==> src/rtl/encoder_pkg.sv <==
// Shared widths and FSM state encoding for the 4-to-2 capture encoder.
package encoder_pkg;

   localparam int unsigned IN_W   = 4;
   localparam int unsigned CODE_W = 2;

   typedef enum logic {
      IDLE = 1'b0,
      HOLD = 1'b1
   } state_e;

endpackage

==> src/rtl/priority_encode4.sv <==
// Combinational 4-input priority encoder; PRIORITY_HIGH picks highest (1) or lowest (0) set bit.
module priority_encode4
   import encoder_pkg::*;
#(
   parameter bit PRIORITY_HIGH = 1'b1
) (
   input  logic [IN_W-1:0]   d,
   output logic [CODE_W-1:0] idx_c
);

   // Later matches overwrite earlier ones, so scan order decides the winner.
   always_comb begin
      idx_c = '0;
      if (PRIORITY_HIGH) begin
         for (int i = 0; i < int'(IN_W); i++) begin
            if (d[i]) idx_c = CODE_W'(i);
         end
      end else begin
         for (int i = int'(IN_W) - 1; i >= 0; i--) begin
            if (d[i]) idx_c = CODE_W'(i);
         end
      end
   end

endmodule

==> src/rtl/encoder4to2_with_enable.sv <==
// Capturing 4-to-2 encoder with valid/ready hold. Define ENCODER_ONEHOT_CHECK_EN
// to register a multi-bit flag (o_multi) with each captured code; otherwise o_multi is 0.
module encoder4to2_with_enable
   import encoder_pkg::*;
#(
   parameter bit PRIORITY_HIGH = 1'b1
) (
   input  logic              clk,
   input  logic              rst_n,
   input  logic              en,
   input  logic [IN_W-1:0]   d,
   input  logic              o_ready,
   output logic [CODE_W-1:0] o,
   output logic              o_valid,
   output logic              o_multi
);

   state_e              state_q, state_d;
   logic [CODE_W-1:0]   o_q, o_d;
   logic                o_valid_q, o_valid_d;
   logic [CODE_W-1:0]   idx_c;
   logic                capture_c;
   logic                load_c;

   priority_encode4 #(
      .PRIORITY_HIGH (PRIORITY_HIGH)
   ) u_enc (
      .d     (d),
      .idx_c (idx_c)
   );

   assign capture_c = en && (d != '0);

   // Next-state: a capture is taken in IDLE, or in HOLD once the held code is accepted.
   always_comb begin
      state_d   = state_q;
      o_d       = o_q;
      o_valid_d = o_valid_q;
      load_c    = 1'b0;
      case (state_q)
         IDLE: begin
            o_valid_d = 1'b0;
            if (capture_c) begin
               load_c    = 1'b1;
               o_valid_d = 1'b1;
               state_d   = HOLD;
            end
         end
         HOLD: begin
            if (o_ready) begin
               if (capture_c) begin
                  load_c    = 1'b1;
                  o_valid_d = 1'b1;
               end else begin
                  o_valid_d = 1'b0;
                  state_d   = IDLE;
               end
            end
         end
         default: begin
            o_valid_d = 1'b0;
            state_d   = IDLE;
         end
      endcase
      if (load_c) o_d = idx_c;
   end

   always_ff @(posedge clk or negedge rst_n) begin
      if (!rst_n) begin
         state_q   <= IDLE;
         o_q       <= '0;
         o_valid_q <= 1'b0;
      end else begin
         state_q   <= state_d;
         o_q       <= o_d;
         o_valid_q <= o_valid_d;
      end
   end

   assign o       = o_q;
   assign o_valid = o_valid_q;

`ifdef ENCODER_ONEHOT_CHECK_EN
   logic multi_c;
   logic o_multi_q, o_multi_d;

   // Clearing the lowest set bit leaves something only if two or more bits were set.
   assign multi_c = (d & (d - IN_W'(1))) != '0;

   always_comb begin
      o_multi_d = o_multi_q;
      if (load_c) o_multi_d = multi_c;
   end

   always_ff @(posedge clk or negedge rst_n) begin
      if (!rst_n) o_multi_q <= 1'b0;
      else        o_multi_q <= o_multi_d;
   end

   assign o_multi = o_multi_q;
`else
   assign o_multi = 1'b0;
`endif

endmodule

==> config.mk <==
export PLATFORM = sky130hd
export DESIGN_NAME = encoder4to2_with_enable
export DESIGN_NICKNAME = d
export VERILOG_FILES = /design/src/rtl/encoder_pkg.sv /design/src/rtl/priority_encode4.sv /design/src/rtl/encoder4to2_with_enable.sv
export SDC_FILE = /design/constraint.sdc
export NUM_CORES = 1
export LEC_CHECK = 0
export BUFFER_PORTS_ARGS = -buffer_cell sky130_fd_sc_hd__buf_2
export CORE_AREA = 2 2 39 41
export CTS_CLUSTER_SIZE = 24
export DETAILED_ROUTE_END_ITERATION = 10
export DIE_AREA = 0 0 41 43
export SKIP_CTS_REPAIR_TIMING = 1
export SLEW_MARGIN = 20
export SYNTH_ARGS = -nofsm -noshare
export SYNTH_HDL_FRONTEND = slang
export SYNTH_SLANG_ARGS = --single-unit
==> constraint.sdc <==
create_clock -name clk -period 1.2 [get_ports clk]
set_input_delay 0.24 -clock clk [delete_from_list [all_inputs] [get_ports clk]]
set_output_delay 0.24 -clock clk [all_outputs]
set_load 0.005 [all_outputs]
* Word-level counts from Yosys, hierarchy flattened
Cells that the tools add are included.
** Word-level totals
- Input port bits :: 8
- Output and inout port bits :: 4
- Logic and storage cells :: 17
- Bits in registers :: 4
** Operators by class
- Bitwise operators :: 1
- Reduce and logical (&&, ||, !) cells :: 2
- Muxes and demuxes :: 10
- Equal/unequal tests :: 1
** Operator list (number)
- $pmux 1 s2 :: 3
- $mux 1 :: 5
- $mux 2 :: 2
- $reduce_bool 4->1 :: 1
- $ne 2x2->1 const B :: 1
- $logic_and 1x1->1 :: 1
- $not 1->1 :: 1

* Depth between registers and ports, before layout
Gate-level depths: netlist (run 1).
- Depth in word-level cells :: 5
- Gate-level depth with buffers :: 3
- Mapped depth without buffers :: 3

* By module
A second synthesis (run 1) with hierarchy kept.
** Unflattened totals
- Cells, all modules :: 16
- Area, all modules :: 193.9 sq um
** Modules (own cells, without submodules)
- encoder4to2_with_enable :: cells an instance 13, times used 1, area an instance 176.4 sq um, seq. area each 100.1 sq um
- priority_encode4 :: cells an instance 3, times used 1, area an instance 17.5 sq um, seq. area each 0.0 sq um

* Worst setup path after synthesis (run 1)
OpenSTA, ideal clock, no wires.
- Kind :: input port to flip-flop
- From :: input port d[3]
- To :: register o_valid_q (netlist: o_valid)
- Library setup time :: 0.137 ns
- Data arrival time :: 0.771 ns
- Path buffers :: 0
- Cell stages on the path :: 2
- Data required time :: 1.063 ns
- Slack :: 0.292 ns
- Path through :: o41ai_4 o21ai_0
** Between the ends
- Word-level cells in the longest chain between the ends :: 5
** RTL lines
- start, declared :: line encoder4to2_with_enable.sv:11 : input logic [IN_W-1:0] d,
- $reduce_bool 4->1 (*) :: line encoder4to2_with_enable.sv:32 : assign capture_c = en && (d != '0);
- $logic_and 1x1->1 (*) :: line encoder4to2_with_enable.sv:32
- $mux 1 (*) :: line encoder4to2_with_enable.sv:43, encoder4to2_with_enable.sv:51
- $mux 1 :: line encoder4to2_with_enable.sv:50 : if (o_ready) begin
- $pmux 1 s2 (*) :: line encoder4to2_with_enable.sv:40 : case (state_q)
- end signal, assigned :: line encoder4to2_with_enable.sv:76 : o_valid_q <= o_valid_d;
- end, declared :: line encoder4to2_with_enable.sv:20 : logic o_valid_q, o_valid_d;
Mark *: on every way between the ends. The rest lies on a longest branch, timed or not. The select of a mux whose other input is x is not followed.
A chain may end at the register's enable or synchronous reset.

* Worst setup path in the final report (run 1)
- From :: register o_q[0] (netlist: o[0])
- To :: output port o[0]
** RTL lines
- start, declared :: line encoder4to2_with_enable.sv:19 : logic [CODE_W-1:0] o_q, o_d;
- start signal, assigned :: line encoder4to2_with_enable.sv:71 : o_q <= '0;
- start signal, assigned :: line encoder4to2_with_enable.sv:75 : o_q <= o_d;
- end, declared :: line encoder4to2_with_enable.sv:13 : output logic [CODE_W-1:0] o,
No word-level cell between the ends.

==> impl_metrics.csv, run 1 <==
group,metric,value,unit
run_status,status,"finished clean",
die,die_w,41,um
setup_path,critPathKind,"reg -> out",
cells_and_area,final_layout_size_suffix_gt1_frac,0.452,
die,io_pins,12,
clocking,insertion_delay,0.23,ns
timing,max_freq,1040,MHz
cells_and_area,finalInstanceArea,294,sq um
global_route,grtUsageTotal,0.0541,
timing,setup_violations,0,
logic_synthesis,synth_xor_area_frac,0,
logic_synthesis,synth_top_area_frac,0.503,
drt,drt-initial-drc-count,0,
drt,ant_nets,0,
pwr,power.density,1330,mW/mm^2
timing,hold_ws,0.295,ns
placement,place.gp.congestion,0.568,
pwr,power.leakage,0.143,nW
logic_synthesis,synth_fp_nets,26,
logic_synthesis,yosys_warnings,0,
setup_path,critPathRequiredTime,0.96,ns
cells_and_area,nNetsFinal,41,
logic_synthesis,synthArstFlopShare,1.00,
timing,fin_skew,0.000707,ns
setup_path,crit_chain,"buf_2",
die,dieArea,0.00176,sq mm
logic_synthesis,synth_fa_ha_area_frac,0,
logic_synthesis,yosys-top-cells-count,"4 x dfrtp_1, 2 x o21ai_1, 2 x o31ai_1",
global_route,antenna_found_initial,0,
logic_synthesis,ys.flop_type,"dfrtp_1",
clocking,cts_sinks,4,
timing,fin_crit,0.961,ns
die,coreArea,0.00138,sq mm
die,die_h,43,um
logic_synthesis,synth-seq-area-share,0.503,
setup_path,crit_buf_inv,1,
drt,drc_errors,0,
logic_synthesis,synthMuxAreaShare,0,
clocking,cts_tree,"yes",
timing,fin_crit_sh,0.801,
die,rows,14,
timing,rsz0062_at_grt,"false",
pwr,peakVddDrop,0.228,mV
clocking,cts_buffers,3,
pwr,pwr-share-comb,0.174,
timing,tns,0,ns
logic_synthesis,avgSynthCellArea,11.1,sq um
global_route,grt_max_degree,8,
cells_and_area,fillCellCount,153,
global_route,grt_pass1_vias,142,
drt,num_vias,164,
clocking,cts_max_path_buffers,2,
pwr,clock_power_share,0.417,
global_route,grt_pass1_wl,558,um
setup_path,cp_max_fo,2,
cells_and_area,postLayoutCoreUtil,0.212,
clocking,cts.clk_slew.worst_paths,0.04,ns
drt,detail_route.first_pass.iterations,1,
setup_path,cp-start-kind,"flip-flop",
placement,port_buffers,10,
setup_path,critical_path_arrival,0.72,ns
pwr,internal_power,0.000299,W
logic_synthesis,synth_simple_gate_area_share,0.107,
pwr,p_seq_frac,0.409,
timing,final_max_slew_viol_count,0,
setup_path,crit_family,"flip-flops",
global_route,overflow,0,
drt,routed_wl,371,um
clocking,htree_levels,1,
logic_synthesis,yosysTopAreaCell,"dfrtp_1",
placement,placed_cell_area,262,sq um
die,initial_core_util,0.144,
cells_and_area,diodes,0,
logic_synthesis,synth_edf_count,0,
drt,via_per_inst,3.49,
pwr,p_sw,0.0000910,W
logic_synthesis,synth_most_common_cell,"dfrtp_1",
setup_path,crit_slowest_cell,"dfrtp_1",
logic_synthesis,netlist_instances,18,
drt,wl_per_cell,7.89,um
setup_path,critPathCaptureType,"output pin",
logic_synthesis,ys_seq_elements,4,
run,maxCapViolCount,0,
hold_path,hold_class,"in -> reg",
logic_synthesis,synth-compound-area-share,0.314,
logic_synthesis,synth_top_family_by_area,"compound AO/OA/AOI/OAI gates",
pwr,p_sw_frac,0.233,
timing,hold_viol_final,0,
logic_synthesis,synth.distinct_cells,13,
logic_synthesis,netlist_top_cells_area,"dfrtp_1 50%, o41ai_4 14%, o31ai_1 7.5%, o21ai_1 5.0%, and2b_1 3.8%",
setup_path,critPathMaxStageDelay,0.37,ns
cells_and_area,area_growth,47.8,%
logic_synthesis,netlist_area,199,sq um
clocking,root_buffer,"clkbuf_4",
## cell usage in the layout, fill, tap and decap left out, drive strengths merged, types with 2 or more instances in the layout
master and n:
buf 10, clkbuf 3, dfrtp 4, o21ai 3
o31ai 2
## final timing paths
path                                      from                  end  slack, ns  cells after the start
max                           o[0]$_DFFE_PN0P_                 o[0]       0.24                      1
max in group asynchronous                rst_n    state_q$_DFF_PN0_       0.74                      2
min                                       d[0]    state_q$_DFF_PN0_       0.30                      3
max reg2reg                  state_q$_DFF_PN0_     o[1]$_DFFE_PN0P_       0.28                      3
min in group asynchronous                rst_n     o[0]$_DFFE_PN0P_       0.35                      2
min reg2reg                o_valid$_DFFE_PN0P_  o_valid$_DFFE_PN0P_       0.47                      2
## per-layer routing
| metal | routed length [um] | vias up | track usage |
|---|---|---|---|
| met5 | 0 | - | 0 |
| met2 | 184 | 5 | 0.0656 |
| met3 | 37 | 0 | 0.0628 |
| met1 | 150 | 69 | 0.0479 |
| li1 | - | 90 | - |
| met4 | 0 | 0 | 0.0400 |
## power by group through the flow
stage / registers (W) / clock network [W] / logic (W)
global placement: 0.000161 / 0 / 0.0000656
floorplan: 0.000163 / 0 / 0.0000299
CTS: 0.000160 / 0.000175 / 0.0000666
global route: 0.000162 / 0.000183 / 0.0000777
finish: 0.000159 / 0.000163 / 0.0000678
detailed placement: 0.000161 / 0 / 0.0000664
## registers in the layout (all words and copies together), names as in the netlist
name,cells
o,2
o_valid,1
state_q,1
## per-stage QoR
| stage | setup WS (ns) | instances | power, W |
|---|---|---|---|
| 5_1_grt | 0.198 | 47 | 0.000422 |
| 3_5_place_dp | 0.0696 | 43 | 0.000228 |
| 2_1_floorplan | 0.292 | 18 | 0.000193 |
| 4_1_cts | 0.223 | 46 | 0.000401 |
| 6_report | 0.239 | 47 | 0.000390 |
| 3_3_place_gp | 0.0795 | 43 | 0.000226 |
## cell families after synthesis
family | count (synthesis)
AO/OA/AOI/OAI | 7
buffers and inverters | 2
flip-flops | 4
other | 1
AND/OR/NAND/NOR | 4
## worst register-to-register path: stages (launching register included)
cell and delay (ns):
dfrtp_1 0.34, and2b_1 0.21, o21ai_1 0.15, o31ai_1 0.08
## area by class of cell
type,instances,area [sq um],share of cell area
sequential,4,100,0.340
multi-input combinational,12,87.6,0.298
timing repair buffer,11,60.1,0.204
clock buffer,3,22.5,0.0766
tap,16,20.0,0.0681
inverter,1,3.75,0.0128
Note: power is estimated with default switching activity, not from simulation.
==> run 2, diff against run 1 <==
==> constraint.sdc (replaced) <==
create_clock -name clk -period 0.98 [get_ports clk]
set_input_delay 0.196 -clock clk [delete_from_list [all_inputs] [get_ports clk]]
set_output_delay 0.196 -clock clk [all_outputs]
set_load 0.005 [all_outputs]
==> impl_metrics.csv, run 2 (same netlist as run 1, synthesis figures left out) <==
group,metric,value,unit
run_status,status,"finished clean",
drt,drt-initial-drc-count,0,
drt,via_per_inst,3.57,
timing,fin_crit_sh,0.953,
pwr,power.density,1510,mW/mm^2
cells_and_area,regArea,100,sq um
hold_path,hold_class,"in -> async",
setup_path,critPathCaptureType,"output pin",
clocking,root_buffer,"clkbuf_4",
setup_path,cp-start-kind,"flip-flop",
timing,fin_skew,0.00377,ns
cells_and_area,final_cell_mix,"10 x buf_2, 4 x dfrtp_1, 4 x buf_4",
drt,drc_errors,0,
placement,post-dp-hpwl,317,um
die,coreArea,0.00138,sq mm
global_route,busiest_layer,"met2",
timing,final_max_slew_viol_count,0,
die,die_w,41,um
global_route,antenna_found_initial,0,
die,dieArea,0.00176,sq mm
cells_and_area,diodes,0,
drt,ant_nets,0,
drt,routed_wl,381,um
clocking,insertion_delay,0.24,ns
global_route,met2_usage,0.0656,
timing,rsz0062_at_grt,"true",
clocking,htree_levels,1,
cells_and_area,multi_input_area,97.6,sq um
cells_and_area,layout.cells.most_common,"buf_2",
cells_and_area,nNetsFinal,45,
placement,port_buffers,10,
pwr,power.leakage,0.164,nW
setup_path,crit_family,"flip-flops",
setup_path,crit_slowest_cell,"dfrtp_1",
timing,hold_viol_final,0,
cells_and_area,area_growth,67.9,%
setup_path,critPathKind,"reg -> out",
pwr,peakVddDrop,0.227,mV
setup_path,crit_buf_inv,1,
die,rows,14,
setup_path,critPathMaxStageDelay,0.37,ns
global_route,grt_use_met1,0.0415,
drt,wl_per_cell,7.47,um
placement,place.gp.congestion,0.617,
cells_and_area,largest_reg_flops,2,
clocking,cts_max_path_buffers,2,
setup_path,critical_path_arrival,0.74,ns
drt,detail_route.first_pass.iterations,1,
cells_and_area,final_layout_size_suffix_gt1_frac,0.600,
cells_and_area,finalNonFillerCells,51,
clocking,cts_sinks,4,
setup_path,critPathRequiredTime,0.78,ns
setup_path,cp_max_fo,2,
global_route,grtUsageTotal,0.0551,
die,die_h,43,um
timing,fin_crit,0.934,ns
global_route,grt_max_degree,8,
clocking,cts_buffers,3,
run,maxCapViolCount,0,
global_route,overflow,0,
placement,place_inst,47,
clocking,cts_tree,"yes",
cells_and_area,postLayoutCoreUtil,0.241,
die,io_pins,12,
cells_and_area,fillCellCount,161,
setup_path,crit_chain,"buf_2",
drt,num_vias,182,
timing,hold_ws,0.288,ns
clocking,cts.clk_slew.worst_paths,0.04,ns
die,initial_core_util,0.144,
global_route,use_met3,0.0628,
global_route,grt_pass1_vias,147,
timing,setup_violations,0,
timing,max_freq,1070,MHz
global_route,grt_pass1_wl,531,um
## run 2: area by class of cell
cell class,instances,area share
inverters,1,0.0112
clock buffers,3,0.0674
multi-input cells,12,0.292
flip-flops and latches,4,0.300
well taps,16,0.0599
repair buffers,15,0.270
## run 2: metal layers
metal / wire length (um) / share of wire
met2: 204 / 0.54
met3: 41 / 0.11
met5: 0 / 0
met4: 0 / 0
met1: 135 / 0.35
## run 2: power breakdown
part           internal [W]  total (W)  switching [W]
Clock              0.000137   0.000207      0.0000700
Sequential         0.000187   0.000196     0.00000886
Combinational     0.0000573   0.000103      0.0000458
Total              0.000381   0.000506       0.000125
## run 2: stage by stage
step	setup TNS, ns	instance area (sq um)	setup slack (ns)	power [W]
after floorplan	0	199	0.116	0.000236
after global placement	-0.194	292	-0.0632	0.000289
after detailed placement	-0.246	292	-0.0772	0.000292
after CTS	0	314	0.0427	0.000511
after global routing	-0.0321	334	-0.0196	0.000552
final	0	334	0.0457	0.000506
## run 2: final timing paths
kind                                      from                   to  slack (ns)  cells after the start
max reg2reg                  state_q$_DFF_PN0_     o[1]$_DFFE_PN0P_        0.07                      2
max in group asynchronous                rst_n    state_q$_DFF_PN0_        0.57                      2
max                           o[0]$_DFFE_PN0P_                 o[0]        0.05                      1
min reg2reg                o_valid$_DFFE_PN0P_  o_valid$_DFFE_PN0P_        0.48                      2
min                                      rst_n     o[0]$_DFFE_PN0P_        0.29                      2
min in group clk                            en    state_q$_DFF_PN0_        0.35                      4
==> run 3, diff against run 2 <==
==> constraint.sdc (replaced) <==
create_clock -name clk -period 1 [get_ports clk]
set_input_delay 0.2 -clock clk [delete_from_list [all_inputs] [get_ports clk]]
set_output_delay 0.2 -clock clk [all_outputs]
set_load 0.005 [all_outputs]
==> impl_metrics.csv, run 3 (same netlist as run 1, synthesis figures left out) <==
group,metric,value,unit
run_status,status,"finished clean",
setup_path,crit_family,"flip-flops",
global_route,grtUsageTotal,0.0611,
placement,place.gp.congestion,0.611,
cells_and_area,layout.cells.most_common,"buf_2",
cells_and_area,largest_reg_flops,2,
pwr,peakVddDrop,0.326,mV
cells_and_area,final_layout_size_suffix_gt1_frac,0.500,
setup_path,cp-start-kind,"flip-flop",
drt,drc_errors,0,
timing,max_freq,1050,MHz
setup_path,crit_chain,"and2b_1 -> o21ai_1 -> o31ai_1",
hold_path,hold_class,"in -> reg",
setup_path,crit_buf_inv,0,
cells_and_area,final_cell_mix,"10 x buf_2, 4 x dfrtp_1, 3 x clkbuf_4, 3 x buf_4",
global_route,grt_pass1_vias,160,
pwr,power.density,1550,mW/mm^2
die,coreArea,0.00138,sq mm
setup_path,critical_path_arrival,1.05,ns
clocking,root_buffer,"clkbuf_4",
timing,setup_violations,0,
global_route,overflow,0,
clocking,cts_buffers,3,
clocking,cts_max_path_buffers,2,
cells_and_area,diodes,0,
timing,fin_crit_sh,0.950,
global_route,antenna_found_initial,0,
clocking,cts_tree,"yes",
timing,fin_crit,0.950,ns
cells_and_area,nNetsFinal,44,
die,rows,14,
pwr,power.total,0.000490,W
timing,rsz0062_at_grt,"false",
clocking,htree_levels,1,
timing,hold_viol_final,0,
global_route,grt_max_degree,8,
placement,post-dp-hpwl,339,um
timing,finalWorstSetupSlack,0.0496,ns
die,dieArea,0.00176,sq mm
drt,ant_nets,0,
drt,num_vias,181,
die,initial_core_util,0.144,
clocking,cts_sinks,4,
die,die_h,43,um
clocking,insertion_delay,0.23,ns
placement,port_buffers,10,
die,io_pins,12,
cells_and_area,area_growth,59.1,%
timing,fin_skew,0.000209,ns
run,maxCapViolCount,0,
drt,wl_per_cell,9.10,um
setup_path,critPathCaptureType,"flip-flop",
setup_path,critPathKind,"reg -> reg",
drt,detail_route.first_pass.iterations,4,
setup_path,cp_max_fo,7,
pwr,power.leakage,0.157,nW
clocking,cts.clk_slew.worst_paths,0.04,ns
drt,via_per_inst,3.62,
drt,routed_wl,455,um
drt,drt-initial-drc-count,2,
placement,pre_cts_slack,-0.0862,ns
setup_path,crit_slowest_cell,"dfrtp_1",
timing,final_max_slew_viol_count,0,
global_route,grt_pass1_wl,586,um
die,die_w,41,um
setup_path,critPathRequiredTime,1.10,ns
setup_path,critPathMaxStageDelay,0.35,ns
run 3: layout make-up:
class / count / area, sq um
Fill cell: 159 / 1070
Sequential cell: 4 / 100
Multi-Input combinational cell: 12 / 87.6
Timing Repair Buffer: 14 / 82.6
Clock buffer: 3 / 22.5
Tap cell: 16 / 20.0
Inverter: 1 / 3.75
run 3: routing by layer:
metal	up-vias	track usage	share of wire
met1	79	0.0383	0.31
li1	93	-	-
met2	9	0.0875	0.58
met5	-	0	0
met4	0	0.0600	0
met3	0	0.0628	0.11
run 3: power breakdown:
part	leakage (nW)	switching, W	internal [W]
Clock	0.0138	0.0000708	0.000135
Sequential	0.0467	0.00000845	0.000183
Combinational	0.0969	0.0000442	0.0000491
Total	0.157	0.000123	0.000367
run 3: path summary, 6_finish.rpt:
| path | cells past startpoint | slack [ns] | from | endpoint |
|---|---|---|---|---|
| max in group asynchronous | 2 | 0.58 | rst_n | o[1]$_DFFE_PN0P_ |
| min | 3 | 0.26 | d[0] | state_q$_DFF_PN0_ |
| max | 3 | 0.05 | state_q$_DFF_PN0_ | o[0]$_DFFE_PN0P_ |
| min reg2reg | 2 | 0.48 | o_valid$_DFFE_PN0P_ | o_valid$_DFFE_PN0P_ |
| max reg2reg | 3 | 0.05 | state_q$_DFF_PN0_ | o[0]$_DFFE_PN0P_ |
| min in group asynchronous | 2 | 0.30 | rst_n | o_valid$_DFFE_PN0P_ |
run 3: per-stage QoR:
step                 util  area, sq um  setup TNS [ns]  hold slack [ns]  cells
finish              0.229          317               0            0.255     50
CTS                 0.222          307               0           -0.244     49
global placement    0.205          284          -0.213          0.00591     46
global route        0.229          317               0            0.264     50
detailed placement  0.205          284          -0.281          0.00888     46
floorplan               -          199               0          -0.0956     18
run 3: worst reg2reg max path, stage by stage, from the launching register on:
cell	delay (ns)
dfrtp_1	0.35
and2b_1	0.22
o21ai_1	0.16
o31ai_1	0.09
